===== config.mk =====
export PLATFORM = sky130hd
export DESIGN_NAME = paint_brush_ctrl_flat
export DESIGN_NICKNAME = d
export VERILOG_FILES = /design/src/rtl/paint_brush_ctrl_if.sv /design/src/rtl/paint_brush_ctrl.sv /design/src/flat_wrapper.sv
export SDC_FILE = /design/constraint.sdc
export NUM_CORES = 1
export LEC_CHECK = 0
export BUFFER_PORTS_ARGS = -buffer_cell sky130_fd_sc_hd__buf_4
export CORE_MARGIN = 3
export CORE_UTILIZATION = 50
export DETAILED_ROUTE_END_ITERATION = 10
export GPL_ROUTABILITY_DRIVEN = 1
export HOLD_SLACK_MARGIN = 0.12
export PLACE_DENSITY_LB_ADDON = 0.05
export REMOVE_ABC_BUFFERS = 1
export SKIP_CTS_REPAIR_TIMING = 1
export SLEW_MARGIN = 20
export SYNTH_ARGS = -nofsm -noshare
export SYNTH_HDL_FRONTEND = slang
export SYNTH_SLANG_ARGS = --single-unit

===== constraint.sdc =====
create_clock -name clk -period 8 [get_ports clk]
set_input_delay 0.4 -clock clk [delete_from_list [all_inputs] [get_ports clk]]
set_output_delay 0.4 -clock clk [all_outputs]
set_load 0.02 [all_outputs]

===== src/rtl/paint_brush_ctrl_if.sv =====
`default_nettype none
// ==== paint_brush_ctrl_if : frame-memory write port (address, data, req/ack) ====
// ==== Rev 1.0                                                                ====
interface paint_brush_ctrl_if #(
  parameter int COORD_W = 8,
  parameter int COLOR_W = 8
);
  logic [COORD_W-1:0] out_x;
  logic [COORD_W-1:0] out_y;
  logic [COLOR_W-1:0] px_data;
  logic               wr_req;
  logic               wr_ack;

  modport master (output out_x, out_y, px_data, wr_req, input wr_ack);
  modport slave  (input out_x, out_y, px_data, wr_req, output wr_ack);
endinterface
`default_nettype wire


===== src/rtl/paint_brush_ctrl.sv =====
`default_nettype none
// ==== paint_brush_ctrl : cursor/palette sequencer that stamps a square brush ====
// ==== Rev 1.0                                                                 ====
module paint_brush_ctrl #(
  parameter int COORD_W   = 8,
  parameter int COLOR_W   = 8,
  parameter int SCREEN_W  = 64,
  parameter int SCREEN_H  = 64,
  parameter int MAX_BRUSH = 4
) (
  input  wire logic               clk,
  input  wire logic               rst,
  input  wire logic               init,
  input  wire logic [COORD_W-1:0] in_x,
  input  wire logic [COORD_W-1:0] in_y,
  input  wire logic               w_C,
  input  wire logic               w_Enter,
  input  wire logic               w_Erase,
  input  wire logic               w_Enter_Paleta,
  input  wire logic               brush_inc,
  input  wire logic               brush_dec,
  input  wire logic               cursor_done,
  input  wire logic               cursor_paleta_done,
  paint_brush_ctrl_if.master      wr,
  output logic                    Cursor_S,
  output logic                    Cursor_Paleta_S,
  output logic                    paleta,
  output logic [3:0]              brush_size,
  output logic                    busy
);

  localparam int          HALF_C = COLOR_W / 2;
  localparam logic [3:0]  MAX_BS = 4'(MAX_BRUSH);

  typedef enum logic [2:0] {
    S_IDLE, S_LATCH, S_DECIDE, S_STAMP,
    S_DRAW_CURSOR, S_PAL_CURSOR, S_PAL_CHECK, S_CHANGE_COLOR
  } state_t;

  state_t             state_q, state_d;
  logic [COORD_W-1:0] base_x_q, base_x_d;
  logic [COORD_W-1:0] base_y_q, base_y_d;
  logic [3:0]         dx_q, dx_d;
  logic [3:0]         dy_q, dy_d;
  logic [3:0]         brush_q, brush_d;
  logic [COLOR_W-1:0] colour_q, colour_d;
  logic [COLOR_W-1:0] data_q, data_d;

  // One extra bit so pixels past the right/bottom edge clip instead of wrapping.
  logic [COORD_W:0] sum_x, sum_y;
  logic             in_bounds, last_dx, last_dy;

  assign sum_x     = {1'b0, base_x_q} + (COORD_W+1)'(dx_q);
  assign sum_y     = {1'b0, base_y_q} + (COORD_W+1)'(dy_q);
  assign in_bounds = (sum_x < (COORD_W+1)'(SCREEN_W)) && (sum_y < (COORD_W+1)'(SCREEN_H));
  assign last_dx   = (dx_q == brush_q - 4'd1);
  assign last_dy   = (dy_q == brush_q - 4'd1);

  assign wr.out_x   = sum_x[COORD_W-1:0];
  assign wr.out_y   = sum_y[COORD_W-1:0];
  assign wr.px_data = data_q;
  assign wr.wr_req  = (state_q == S_STAMP) && in_bounds;

  assign Cursor_S        = (state_q == S_DRAW_CURSOR);
  assign Cursor_Paleta_S = (state_q == S_PAL_CURSOR);
  assign paleta          = (state_q == S_PAL_CURSOR);
  assign busy            = (state_q != S_IDLE);
  assign brush_size      = brush_q;

  always_comb begin
    state_d  = state_q;
    base_x_d = base_x_q;
    base_y_d = base_y_q;
    dx_d     = dx_q;
    dy_d     = dy_q;
    brush_d  = brush_q;
    colour_d = colour_q;
    data_d   = data_q;
    case (state_q)
      S_IDLE: if (init) state_d = S_LATCH;
      S_LATCH: begin
        base_x_d = in_x;
        base_y_d = in_y;
        state_d  = S_DECIDE;
      end
      S_DECIDE: begin
        dx_d = 4'd0;
        dy_d = 4'd0;
        if (w_C) begin
          state_d = S_PAL_CURSOR;
        end else if (w_Enter) begin
          state_d = S_STAMP;
          data_d  = colour_q;
        end else if (w_Erase) begin
          state_d = S_STAMP;
          data_d  = '0;
        end else begin
          state_d = S_DRAW_CURSOR;
          if (brush_inc && !brush_dec && brush_q < MAX_BS)
            brush_d = brush_q + 4'd1;
          else if (brush_dec && !brush_inc && brush_q > 4'd1)
            brush_d = brush_q - 4'd1;
        end
      end
      S_STAMP: begin
        // Out-of-screen pixels advance without a handshake.
        if (!in_bounds || wr.wr_ack) begin
          if (last_dx) begin
            dx_d = 4'd0;
            if (last_dy) begin
              dy_d    = 4'd0;
              state_d = S_LATCH;
            end else begin
              dy_d = dy_q + 4'd1;
            end
          end else begin
            dx_d = dx_q + 4'd1;
          end
        end
      end
      S_DRAW_CURSOR: if (cursor_done) state_d = S_LATCH;
      S_PAL_CURSOR:  if (cursor_paleta_done) state_d = S_PAL_CHECK;
      S_PAL_CHECK:   state_d = w_Enter_Paleta ? S_CHANGE_COLOR : S_PAL_CURSOR;
      S_CHANGE_COLOR: begin
        colour_d = {in_x[HALF_C-1:0], in_y[HALF_C-1:0]};
        state_d  = S_LATCH;
      end
      default: state_d = S_IDLE;
    endcase
  end

  always_ff @(negedge clk or negedge rst) begin
    if (!rst) begin
      state_q  <= S_IDLE;
      base_x_q <= '0;
      base_y_q <= '0;
      dx_q     <= 4'd0;
      dy_q     <= 4'd0;
      brush_q  <= 4'd1;
      colour_q <= '0;
      data_q   <= '0;
    end else begin
      state_q  <= state_d;
      base_x_q <= base_x_d;
      base_y_q <= base_y_d;
      dx_q     <= dx_d;
      dy_q     <= dy_d;
      brush_q  <= brush_d;
      colour_q <= colour_d;
      data_q   <= data_d;
    end
  end

endmodule
`default_nettype wire

===== src/flat_wrapper.sv =====
// flat-port wrapper written by rule: the top's interface ports become plain ports
module paint_brush_ctrl_flat 
#(
  parameter int COORD_W   = 8,
  parameter int COLOR_W   = 8,
  parameter int SCREEN_W  = 64,
  parameter int SCREEN_H  = 64,
  parameter int MAX_BRUSH = 4
)
  (clk, rst, init, in_x, in_y, w_C, w_Enter, w_Erase, w_Enter_Paleta, brush_inc, brush_dec, cursor_done, cursor_paleta_done, Cursor_S, Cursor_Paleta_S, paleta, brush_size, busy, wr_out_x, wr_out_y, wr_px_data, wr_wr_req, wr_wr_ack);
  paint_brush_ctrl_if #(.COORD_W(COORD_W), .COLOR_W(COLOR_W)) wr_i ();
  input  wire logic clk;
  input  wire logic rst;
  input  wire logic init;
  input  wire logic [COORD_W-1:0] in_x;
  input  wire logic [COORD_W-1:0] in_y;
  input  wire logic w_C;
  input  wire logic w_Enter;
  input  wire logic w_Erase;
  input  wire logic w_Enter_Paleta;
  input  wire logic brush_inc;
  input  wire logic brush_dec;
  input  wire logic cursor_done;
  input  wire logic cursor_paleta_done;
  output logic Cursor_S;
  output logic Cursor_Paleta_S;
  output logic paleta;
  output logic [3:0] brush_size;
  output logic busy;
  output wire logic [$bits(wr_i.out_x)-1:0] wr_out_x;
  output wire logic [$bits(wr_i.out_y)-1:0] wr_out_y;
  output wire logic [$bits(wr_i.px_data)-1:0] wr_px_data;
  output wire logic [$bits(wr_i.wr_req)-1:0] wr_wr_req;
  input wire logic [$bits(wr_i.wr_ack)-1:0] wr_wr_ack;
  assign wr_out_x = wr_i.out_x;
  assign wr_out_y = wr_i.out_y;
  assign wr_px_data = wr_i.px_data;
  assign wr_wr_req = wr_i.wr_req;
  assign wr_i.wr_ack = wr_wr_ack;
  paint_brush_ctrl #(.COORD_W(COORD_W), .COLOR_W(COLOR_W), .SCREEN_W(SCREEN_W), .SCREEN_H(SCREEN_H), .MAX_BRUSH(MAX_BRUSH)) u_core (.clk(clk), .rst(rst), .init(init), .in_x(in_x), .in_y(in_y), .w_C(w_C), .w_Enter(w_Enter), .w_Erase(w_Erase), .w_Enter_Paleta(w_Enter_Paleta), .brush_inc(brush_inc), .brush_dec(brush_dec), .cursor_done(cursor_done), .cursor_paleta_done(cursor_paleta_done), .wr(wr_i), .Cursor_S(Cursor_S), .Cursor_Paleta_S(Cursor_Paleta_S), .paleta(paleta), .brush_size(brush_size), .busy(busy));
endmodule

==> run_results.csv, run 1 <==
group,metric,value,unit
status,outcome,"finished clean",
global_route,grt_first_pass_wirelength,9.96,mm
layout,finish.cell_count_without_fillers,390,
sta,hold_viol,0,
setup_path,timing.critical_path.slowest_cell_delay,420,ps
die,top_level_ports,61,
synthesis,synth.cell_area,0.00273,mm2
global_route,first_global_vias,2124,
pwr,power.density_cell_area,450,mW/mm2
synthesis,yosys.area_share.adder,7.41,%
setup_path,critPathCaptureType,"primary output",
synthesis,synth.ff_latch_count,47,
placed_design,post-place-cells,382,
setup_path,timing.critical_path.from_type,"register",
global_route,grt_antenna_before_repair,0,
worst_hold_path,hold_start,"u_core.colour_q[5]",
synthesis,dominant_combinational_cell_family_by_area_after_synthesis,"compound AO/OA/AOI/OAI gates",
setup_path,worstPathRequired,7600,ps
layout,num_antenna_cells,0,
synthesis,synth.yosys.seq_area_share,43.1,%
setup_path,critPathMostFrequentCell,"sky130_fd_sc_hd__nor4_1",
synthesis,synth.avg_cell_area,10.6,um2
synthesis,postSynth.asyncResetShare,100,%
setup_path,cp_cell_sequence,"ha_1, fa_1, a211oi_2, nor4_1, nor4_1, nand4b_1, nor2_1, buf_4",
setup_path,ff2ff_setup_slack,5040,ps
worst_hold_path,timing.hold.worst.class,"reg2reg",
die,initial_utilization,52.5,%
setup_path,critical-path-slowest-cell,"sky130_fd_sc_hd__fa_1",
die,die_h,79.9,um
setup_path,critical_path_peak_fanout,5,
clock_tree,tritoncts_clock_tree,"built",
die,dieArea,0.00639,mm2
synthesis,share_of_synthesized_area_spent_on_multiplexers,11.0,%
global_route,total_routing_resource_utilization_after_global_routing,20.1,%
clock_tree,htree_levels,2,
route,ant_nets,0,
synthesis,synth-simple-area-share,14.5,%
synthesis,synth_xor_area_share,6.82,%
synthesis,yosys_most_used_dff,"sky130_fd_sc_hd__dfrtn_1",
synthesis,top_cell_type_by_total_area_after_synthesis,"sky130_fd_sc_hd__dfrtn_1",
global_route,grt_start_max_net_pins,48,
clock_tree,ctsLongestPathBuffers,2,
die,core_region_area,0.00520,mm2
route,initialDrtViolationCount,101,
layout,syn_to_final_growth,22.1,%
setup_path,timing.critical_path.arrival,6680,ps
sta,tightest_slew,659,ps
sta,final.setup.tns,0,ps
synthesis,synth_edf_count,0,
route,detail_route.wirelength,5.88,mm
placed_design,detailed_place_hpwl,4.55,mm
sta,skew,62.7,ps
route,detail_route.drc_violations,0,
sta,drv_slew,0,
route,routed_wire_length_per_instance,15.1,um
synthesis,synthDistinctLibCells,51,
clock_tree,clock_sinks,47,
route,vias,2132,
clock_tree,cts.reportedPaths.clkPinSlew,60,ps
layout,layout.nets,362,
clock_tree,tritoncts.num_buffers,5,
synthesis,synth-warning-count,0,
synthesis,netlist_instances,259,
synthesis,synth_compound_gate_area_share,14.8,%
clock_tree,clock_latency,360,ps
route,viasPerCell,5.47,
die,dieWidth,79.9,um
setup_path,crit_type,"reg2out",
job,cap_violations,0,
sta,grt_setup_unrepaired,"false",
synthesis,synth_largest_type_area_fraction,42.1,%
placed_design,buffer_ports.inserted,60,
clock_tree,clockRootBuffer,"sky130_fd_sc_hd__clkbuf_8",
route,first_pass_iters,4,
placed_design,gp_routability_congestion,0.823,
layout,post_route_cells_drive_above_1_share,31.6,%
sta,max_slew_margin,55.7,%
setup_path,critical_path.startpoint,"u_core.dy_q[0]",
synthesis,yosys-top-cells-area,"sky130_fd_sc_hd__dfrtn_1, sky130_fd_sc_hd__mux2_2, sky130_fd_sc_hd__ha_1",
global_route,grt-ovfl-total,0,
setup_path,rr_startpoint,"u_core.dy_q[0]",
sta,setup_viol,0,
die,row_count,26,
pwr,ir_drop,0.335,mV
pwr,static-leakage-power,1.58,nW
per-stage QoR:
step	total power, mW	area [um2]	hold slack [ps]	util, %	setup WS (ps)
after global routing	1.63	3340	458	64.1	715
after floorplan	1.06	2700	421	-	1470
after global placement	1.35	3240	428	62.3	1340
final	1.50	3340	443	64.1	924
after detailed placement	1.36	3240	443	62.3	1260
after CTS	1.52	3340	445	64.1	922
kinds of logic (layout without fill, tap and decap cells):
logic type / after synthesis / in the layout
multiplexers: 27 / 27
buffers and inverters: 16 / 77
adder cells (fa/ha/maj): 15 / 15
AND/OR/NAND/NOR: 77 / 77
flip-flops: 47 / 47
XOR/XNOR: 18 / 18
AO/OA/AOI/OAI: 59 / 59
Yosys cell counts (5+ instances only):
cell	number
sky130_fd_sc_hd__clkbuf_1	5
sky130_fd_sc_hd__o21ai_0	13
sky130_fd_sc_hd__dfrtn_1	46
sky130_fd_sc_hd__nor2_1	15
sky130_fd_sc_hd__a22o_1	10
sky130_fd_sc_hd__mux2_2	25
sky130_fd_sc_hd__nand3_1	9
sky130_fd_sc_hd__nor2b_1	5
sky130_fd_sc_hd__xor2_1	9
sky130_fd_sc_hd__a21oi_1	10
sky130_fd_sc_hd__ha_1	13
sky130_fd_sc_hd__inv_1	8
sky130_fd_sc_hd__xnor2_1	7
sky130_fd_sc_hd__nand2_1	16
sky130_fd_sc_hd__nor3_1	8
worst max-delay path: cells and delay by family (launching register included):
| family | cells | cell delay [ps] |
|---|---|---|
| fa+ha+maj | 2 | 690 |
| compound gates | 1 | 310 |
| flops | 1 | 410 |
| simple gates | 4 | 800 |
| buf+inv | 1 | 160 |
registers in the layout, indices dropped and copies added, names as in the netlist:
signal	count
u_core.dy_q	4
u_core.colour_q	8
u_core.base_y_q	8
u_core.state_q	3
u_core.dx_q	4
u_core.base_x_q	8
u_core.brush_size	4
u_core.wr.px_data	8
power breakdown:
group / internal, mW / total [mW] / switching, mW
logic: 0.421 / 0.878 / 0.457
clock network: 0.0651 / 0.154 / 0.0886
registers: 0.355 / 0.471 / 0.116
final timing paths:
| check | end | cells after the start |
|---|---|---|
| max | wr_wr_req | 8 |
| min | u_core.wr.px_data[5] | 1 |
| max reg2reg | u_core.dx_q[3] | 9 |
| min reg2reg | u_core.wr.px_data[5] | 1 |
| max in group asynchronous | u_core.brush_size[0] | 1 |
| min in group asynchronous | u_core.brush_size[2] | 1 |
cell usage in the layout (no fill, tap or decap), types with 10 or more instances in the layout:
| cell type | count |
|---|---|
| sky130_fd_sc_hd__nand2_1 | 16 |
| sky130_fd_sc_hd__nor2_1 | 15 |
| sky130_fd_sc_hd__dfrtn_1 | 46 |
| sky130_fd_sc_hd__a22o_1 | 10 |
| sky130_fd_sc_hd__buf_4 | 61 |
| sky130_fd_sc_hd__mux2_2 | 25 |
| sky130_fd_sc_hd__o21ai_0 | 13 |
| sky130_fd_sc_hd__a21oi_1 | 10 |
| sky130_fd_sc_hd__ha_1 | 13 |
per-layer routing:
metal	share of wire [%]	up-vias	GRT usage [%]
li1	-	1061	-
met1	45	1006	27.0
met2	48	57	32.5
met3	4.6	8	3.95
met4	2.2	0	6.59
met5	0	-	0
layout make-up:
type,instances,area (um2)
multi-input combinational,196,1490
fill,442,1870
sequential,47,1180
clock inverter,4,30.0
timing repair buffer,61,458
clock buffer,5,68.8
tap,70,87.6
inverter,7,26.3
(Power assumes the default switching activity.)
==> inputs of run 2 (changes only) <==
==> constraint.sdc (replaced) <==
create_clock -name clk -period 8 [get_ports clk]
set_input_delay 1.6 -clock clk [delete_from_list [all_inputs] [get_ports clk]]
set_output_delay 1.6 -clock clk [all_outputs]
set_load 0.02 [all_outputs]
==> run_results.csv, run 2 (synthesis gave the netlist of run 1 again) <==
group,metric,value,unit
route,routed_wire_length_per_instance,15.4,um
route,initialDrtViolationCount,102,
sta,max_slew_margin,55.8,%
clock_tree,clock_sinks,47,
route,viasPerCell,5.53,
global_route,grt_start_max_net_pins,48,
placed_design,buffer_ports.inserted,60,
global_route,first_global_vias,2209,
setup_path,critPathCaptureType,"primary output",
job,cap_violations,0,
placed_design,gp_routability_congestion,0.799,
clock_tree,tritoncts.num_buffers,5,
route,ant_nets,0,
clock_tree,clock_latency,360,ps
route,detail_route.wirelength,6.10,mm
die,top_level_ports,61,
layout,most_frequent_standard_cell_in_the_layout_excluding_fill_and_tap_cells,"sky130_fd_sc_hd__buf_4",
sta,hold_viol,0,
global_route,grt_first_pass_wirelength,10.4,mm
route,first_pass_iters,4,
die,core_region_area,0.00520,mm2
sta,final.setup.worst_slack,-81.0,ps
sta,tightest_slew,659,ps
worst_hold_path,timing.hold.worst.class,"reg2reg",
setup_path,timing.critical_path.from_type,"register",
layout,syn_to_final_growth,24.8,%
die,initial_utilization,52.5,%
layout,layout.nets,367,
layout,finish.cell_count_without_fillers,395,
global_route,grt_antenna_before_repair,0,
status,outcome,"complete, but fails checks",
sta,grt_setup_unrepaired,"true",
setup_path,worstPathRequired,6400,ps
clock_tree,clockRootBuffer,"sky130_fd_sc_hd__clkbuf_8",
layout,post_route_cells_drive_above_1_share,33.8,%
route,vias,2183,
clock_tree,htree_levels,2,
layout,final_cell_mix,"sky130_fd_sc_hd__buf_4, sky130_fd_sc_hd__dfrtn_1, sky130_fd_sc_hd__mux2_2",
sta,setup_viol,1,
clock_tree,tritoncts_clock_tree,"built",
sta,skew,55.3,ps
die,die_h,79.9,um
placed_design,post-place-cells,385,
layout,fillerInstances,462,
placed_design,dp_slack,162,ps
die,row_count,26,
pwr,ir_drop,0.411,mV
die,dieArea,0.00639,mm2
setup_path,crit_type,"reg2out",
setup_path,critical_path_peak_fanout,6,
sta,drv_slew,0,
clock_tree,ctsLongestPathBuffers,2,
clock_tree,cts.reportedPaths.clkPinSlew,70,ps
pwr,power.density_cell_area,453,mW/mm2
route,detail_route.drc_violations,0,
layout,num_antenna_cells,0,
setup_path,timing.critical_path.arrival,6480,ps
global_route,grt-ovfl-total,0,
sta,holdWs,440,ps
status,failed_checks,"negative setup slack",
placed_design,detailed_place_hpwl,4.56,mm
die,dieWidth,79.9,um
pwr,static-leakage-power,1.60,nW
global_route,total_routing_resource_utilization_after_global_routing,20.8,%
-- run 2: final cells by class --
cell class / instances / area, um2 / share of cell area [%]
clock buffer: 5 / 68.8 / 2.02
clock inverter: 4 / 31.3 / 0.917
inverter: 7 / 26.3 / 0.770
multi-input combinational: 196 / 1520 / 44.7
sequential: 47 / 1180 / 34.5
tap: 70 / 87.6 / 2.57
timing repair buffer: 66 / 495 / 14.5
-- run 2: metrics by stage --
step | instance area, um2 | util, % | setup TNS (ps) | power, mW
after floorplan | 2700 | - | 0 | 1.06
final | 3410 | 65.5 | -81.0 | 1.54
after global routing | 3410 | 65.5 | -257 | 1.67
after CTS | 3360 | 64.6 | -170 | 1.53
after global placement | 3270 | 62.7 | 0 | 1.36
after detailed placement | 3270 | 62.7 | 0 | 1.37
-- run 2: worst max-delay path, stage by stage, from the launching register on --
cell	delay, ps
sky130_fd_sc_hd__dfrtn_1	550
sky130_fd_sc_hd__ha_1	290
sky130_fd_sc_hd__a21oi_1	260
sky130_fd_sc_hd__o21ai_0	140
sky130_fd_sc_hd__a221o_1	330
sky130_fd_sc_hd__nand4b_1	270
sky130_fd_sc_hd__nor2_1	180
sky130_fd_sc_hd__buf_4	160
-- run 2: final timing paths --
kind / startpoint / slack (ps) / end / depth (start not counted)
hold / removal: u_core.colour_q[7] / 440 / u_core.wr.px_data[7] / 1
setup reg to reg: u_core.dy_q[1] / 5140 / u_core.dy_q[0] / 9
max in group asynchronous: rst / 2350 / u_core.brush_size[0] / 1
setup / recovery: u_core.dy_q[1] / -80 / wr_wr_req / 7
min in group asynchronous: rst / 5190 / u_core.brush_size[2] / 1
hold reg to reg: u_core.colour_q[7] / 440 / u_core.wr.px_data[7] / 1
-- run 2: power breakdown --
group	leakage [nW]	internal, mW	switching (mW)	total (mW)
clock	0.0520	0.0656	0.0915	0.157
combinational	0.978	0.443	0.472	0.915
sequential	0.574	0.355	0.117	0.472
-- run 2: routing by layer --
layer | track usage (%) | vias up | share of wire, %
li1 | - | 1076 | -
met1 | 28.0 | 1048 | 46
met2 | 34.4 | 57 | 49
met3 | 4.06 | 2 | 4.5
met4 | 4.90 | 0 | 0.44
met5 | 0 | - | 0
